## src/rtl/pack_vldrdy_pkg.sv

```systemverilog
// Shared types and default sizes for the width-doubling stream packer.
package pack_vldrdy_pkg;
  typedef enum logic {ST_EMPTY = 1'b0, ST_HALF = 1'b1} pack_state_t;
  localparam int DWIDTH_DEF = 8;
  localparam int CNT_W_DEF  = 16;
endpackage

```

## src/rtl/vldrdy_out_reg.sv

```systemverilog
// Valid/ready output register stage: load, drain, or hold one word.
module vldrdy_out_reg #(
  parameter int W = 16
) (
  input  logic         clk,
  input  logic         rst,
  input  logic         en,
  input  logic         load,
  input  logic [W-1:0] load_data,
  input  logic         rdy,
  output logic         vld,
  output logic [W-1:0] data,
  output logic         out_val,
  output logic         out_acc
);
  // en gates visibility only; the held word survives a disable.
  assign out_val = vld && en;
  assign out_acc = out_val && rdy;

  always_ff @(posedge clk) begin
    if (rst) begin
      vld  <= 1'b0;
      data <= '0;
    end else if (load) begin
      vld  <= 1'b1;
      data <= load_data;
    end else if (out_acc) begin
      vld  <= 1'b0;
    end
  end
endmodule

```

## src/rtl/pack_vldrdy.sv

```systemverilog
// Pairs consecutive DWIDTH-bit input words into one 2*DWIDTH-bit output word.
module pack_vldrdy
  import pack_vldrdy_pkg::*;
#(
  parameter int DWIDTH = DWIDTH_DEF,
  parameter int CNT_W  = CNT_W_DEF
) (
  input  logic                clk,
  input  logic                rst,
  input  logic                cfg_en,
  input  logic                cfg_flush,
  input  logic                src_val,
  output logic                src_rdy,
  input  logic [DWIDTH-1:0]   src_data,
  output logic                dst_val,
  input  logic                dst_rdy,
  output logic [2*DWIDTH-1:0] dst_data,
  output logic [CNT_W-1:0]    word_cnt,
  output logic                half_pend
);
  pack_state_t       state, state_nxt;
  logic [DWIDTH-1:0] hold_reg, hold_nxt;
  logic              out_vld, out_acc, load, in_acc;

  // Completing a pair needs room in the output register, which may free up this cycle.
  assign src_rdy   = cfg_en && !rst && (state == ST_EMPTY || !out_vld || dst_rdy);
  assign in_acc    = src_val && src_rdy;
  assign half_pend = (state == ST_HALF);

  always_ff @(posedge clk) begin
    if (rst) begin
      state    <= ST_EMPTY;
      hold_reg <= '0;
    end else begin
      state    <= state_nxt;
      hold_reg <= hold_nxt;
    end
  end

  always_comb begin
    state_nxt = state;
    hold_nxt  = hold_reg;
    load      = 1'b0;
    if (cfg_flush) begin
      // Flush drops the held half; a word taken now starts a fresh pair.
      state_nxt = in_acc ? ST_HALF : ST_EMPTY;
      if (in_acc) hold_nxt = src_data;
    end else if (in_acc) begin
      if (state == ST_EMPTY) begin
        hold_nxt  = src_data;
        state_nxt = ST_HALF;
      end else begin
        load      = 1'b1;
        state_nxt = ST_EMPTY;
      end
    end
  end

  vldrdy_out_reg #(.W(2*DWIDTH)) u_out (
    .clk       (clk),
    .rst       (rst),
    .en        (cfg_en),
    .load      (load),
    .load_data ({hold_reg, src_data}),
    .rdy       (dst_rdy),
    .vld       (out_vld),
    .data      (dst_data),
    .out_val   (dst_val),
    .out_acc   (out_acc)
  );

  always_ff @(posedge clk) begin
    if (rst)          word_cnt <= '0;
    else if (out_acc) word_cnt <= word_cnt + 1'b1;
  end
endmodule

```

## config.mk

```make
export PLATFORM = sky130hd
export DESIGN_NAME = pack_vldrdy
export DESIGN_NICKNAME = d
export VERILOG_FILES = /design/src/rtl/pack_vldrdy_pkg.sv /design/src/rtl/vldrdy_out_reg.sv /design/src/rtl/pack_vldrdy.sv
export SDC_FILE = /design/constraint.sdc
export NUM_CORES = 1
export LEC_CHECK = 0
export CORE_AREA = 2 2 86 88
export DETAILED_ROUTE_END_ITERATION = 10
export DIE_AREA = 0 0 88 90
export PLACE_DENSITY_LB_ADDON = 0.05
export SLEW_MARGIN = 15
export SYNTH_ARGS = -nofsm -noshare
export SYNTH_HDL_FRONTEND = slang
export SYNTH_SLANG_ARGS = --single-unit
```

## constraint.sdc

```tcl
create_clock -name clk -period 1.7 [get_ports clk]
set_clock_uncertainty 0.1 [all_clocks]
set_input_delay 0.17 -clock clk [delete_from_list [all_inputs] [get_ports clk]]
set_output_delay 0.17 -clock clk [all_outputs]
set_load 0.05 [all_outputs]
```

==> impl_results.md <==
* Worst Reg2Reg Path Length in Cells at 4
* GRT Overall Usage at 10.8%
* Number of antenna violations at the first check in global routing at 0
* Hold slack final at 0.398 ns
* Summed instance area of the synthesized netlist at 1700 um^2
* Sequential cell area fraction in the yosys report at 49.3%
* Synth cell types at 33
* Cells along the critical path: nand4_4 -> or4_4 -> or4_4 -> a21oi_2
* Die outline width at 88 um
* Global-route wire length before repair at 6780 um
* Fraction of power spent switching nets at 22.6%
* Final Setup Violations at 1
* Longest Clk Path Bufs at 2
* Violations in the final reports: negative setup slack
* Number of instances on the worst hold path at 2
* Proportion of layout cells with a drive suffix above 1 at 38.1%
* Final critical-path required period at 1.73 ns
* Delay of the slowest critical-path stage at 0.49 ns
* Clk_lat worst skew at 0.28 ns
* Static power due to leakage at 1.00 nW
* Ratio of routed vias to standard cells at 4.11
* Worst-path clk slew at 0.08 ns
* First-iteration detailed-routing DRC count at 32
* Clock tree from TritonCTS: yes
* Global placer's final weighted congestion at 0.727
* Detailed-placement wirelength estimate at 3070 um
* Worst hold-check path type: reg -> reg
* Number of nets with antenna violations after routing at 0
* Standard-cell row count at 31
* Cell type group with the largest total delay on the critical path: simple AND/OR/NAND/NOR gates
* Unrepaired setup endpoints after global routing: yes
* Final cell count without fillers at 346
* Library cell contributing the largest single delay on the critical path: sky130_fd_sc_hd__or4_4
* Arrival time at the worst endpoint at 1.85 ns
* Number of buffers added by the clock tree synthesis step at 5
* Kind of critical path: reg -> reg
* Combinational share of power at 6.1%
* Final Max Tran Viols at 0
* Share of total power in the clock network at 38.0%
* Rel. slew slack at 76.1%
* Number of global-route vias before repair at 1,470
* Maximum number of pins on one net before global-route repair at 44
* Final nets at 261
* Run status: finished with violations
* Post-CTS Hold Buffers at 0
* Die footprint at 7920 um^2
* Top post-synthesis cells by area: sky130_fd_sc_hd__dfxtp_1 (49%), sky130_fd_sc_hd__mux2i_1 (15%), sky130_fd_sc_hd__nor2_1 (9.0%)
* Number of antenna diodes at 0
* Final wirelength at 4180 um
* Critical Path End Type: flop
* Post-route DRC violation count at 0
* Number of synthesized register bits at 42
* Power Density at 687 nW/um^2
* Synthesized Nets at 191
* Maxcap violations at 0
* Post-synthesis to final-layout area growth at 50.1%
* Sequential cell area at 881 um^2
* Clock Root Buffer: sky130_fd_sc_hd__clkbuf_8
* Slack of the critical path at -0.0321 ns
* Max Clock Freq at 577 MHz
* Ports placed on the boundary at 49
* Most frequent cell after synthesis: sky130_fd_sc_hd__dfxtp_1
* Number of instances in the synthesized netlist at 176
* Dominant cell type by count on the critical path: sky130_fd_sc_hd__or4_4
* Number of buffer and inverter instances along the worst setup path at 0
* Final Util at 36.4%
* Area of the multi-input gates at 850 um^2
* Number of synthesized flops with an enable pin at 0
* Share of power burned in registers at 55.8%
* Area share of the leading cell type in the synthesized netlist at 49.3%
* Warnings from Yosys at 0
* Worst path depth at 4
* Cell type with the highest aggregate area in the netlist: sky130_fd_sc_hd__dfxtp_1
* Initial standard-cell utilization of the core at 24.3%
* Ys async rst share at 0%
* Overall power at 1.76 mW
* Routed length per placed instance at 12.1 um
* Placed Instances at 338
* Post-route clock period utilization at 102%
* Internal power consumption at 1.36 mW
* Die height at 90 um
* Clock net sink count at 42
* Area of the placeable core at 7020 um^2
* Top FF cell, synth: sky130_fd_sc_hd__dfxtp_1
* Fillers at 733
* TritonRoute pass-1 iters at 4
* Switching power of the nets at 0.397 mW
* Worst slew pin tran at 0.355 ns
* Vias after detailed routing at 1,421
* Total of buffers placed on input and output ports at 48
* Worst setup SP type: flop
* Largest fanout on the critical path at 2
* Final hold viol count at 0
* H-Tree Depth at 2
* Max rail drop VDD at 0.000290 V
* Critical Path RT at 1.82 ns
* Synth Area per Inst at 9.68 um^2
* Synth top cells by count: sky130_fd_sc_hd__dfxtp_1 (42), sky130_fd_sc_hd__nor2_1 (41), sky130_fd_sc_hd__mux2i_1 (25)
* Global route overflow at 0
## through the flow
step                cell area, um^2  setup TNS, ns  worst slack [ns]
floorplan                      1760         -0.178            -0.171
global placement               2450          -3.53            -0.142
detailed placement             2450          -4.12            -0.189
CTS                            2540        -0.0347           -0.0287
global route                   2560         -0.140           -0.0773
finish                         2560        -0.0321           -0.0321
## per-layer routing
| metal | GRT usage [%] | vias to the layer above | share of wire (%) |
|---|---|---|---|
| li1 | - | 737 | - |
| met1 | 12.2 | 656 | 43 |
| met2 | 19.6 | 26 | 52 |
| met3 | 3.12 | 2 | 4.0 |
| met4 | 2.31 | 0 | 0.57 |
| met5 | 0 | - | 0 |
## cell usage in the layout, fill, tap and decap left out, drive strengths merged, types with 2 or more instances in the layout
master         netlist  layout
a21oi                5       5
a31o                 2       2
and2                 2       2
and3                 2       2
buf                  2      57
clkbuf               5       6
clkdlybuf4s50        0      13
dfxtp               42      42
inv                  3       4
mux2i               25      25
nand2                8       8
nand3                4       4
nand4                5       5
nor2                41      41
nor3                 3       3
nor3b                2       2
nor4                 2       2
or4                  2       2
xnor2                7       7
xor2                 5       5
## power by group through the flow
stage	sequential, mW	combinational [mW]	clock, mW
floorplan	1.01	0.0424	0
global placement	1.00	0.106	0
detailed placement	1.00	0.109	0
CTS	0.982	0.109	0.712
global route	0.983	0.116	0.756
finish	0.981	0.107	0.668
## cells by family (layout without fill, tap and decap cells)
family	Yosys count	after routing	synth area share (%)
compound gates	9	9	3.23
xor+xnor	12	12	6.17
fa+ha+maj	1	1	0.734
buf+inv	10	81	2.35
flops	42	42	49.3
mux	25	25	14.7
simple gates	77	77	23.5
## worst paths after layout
kind | start | end | slack [ns]
max | word_cnt[5] | word_cnt[14] | -0.03
min | word_cnt[15] | word_cnt[15] | 0.40
max reg2reg | word_cnt[5] | word_cnt[14] | -0.03
min reg2reg | word_cnt[15] | word_cnt[15] | 0.40
## cell type report
| cell class | count | area share, % |
|---|---|---|
| sequential | 42 | 34.4 |
| timing repair buffer | 70 | 23.4 |
| clock buffer | 6 | 3.23 |
| tap | 99 | 4.84 |
| clock inverter | 2 | 0.440 |
| multi-input combinational | 124 | 33.2 |
| inverter | 3 | 0.440 |
## worst register-to-register path: stages (launching register included)
cell                      delay [ns]
sky130_fd_sc_hd__dfxtp_4        0.37
sky130_fd_sc_hd__nand4_4        0.10
sky130_fd_sc_hd__or4_4          0.49
sky130_fd_sc_hd__or4_4          0.49
sky130_fd_sc_hd__a21oi_2        0.13
## repair_timing
action,4_1_cts,5_1_grt
buffers inserted,0,0
pin swaps,2,0
endpoints found under the setup margin,2,2
resized for setup,0,4
(Power assumes the default switching activity.)
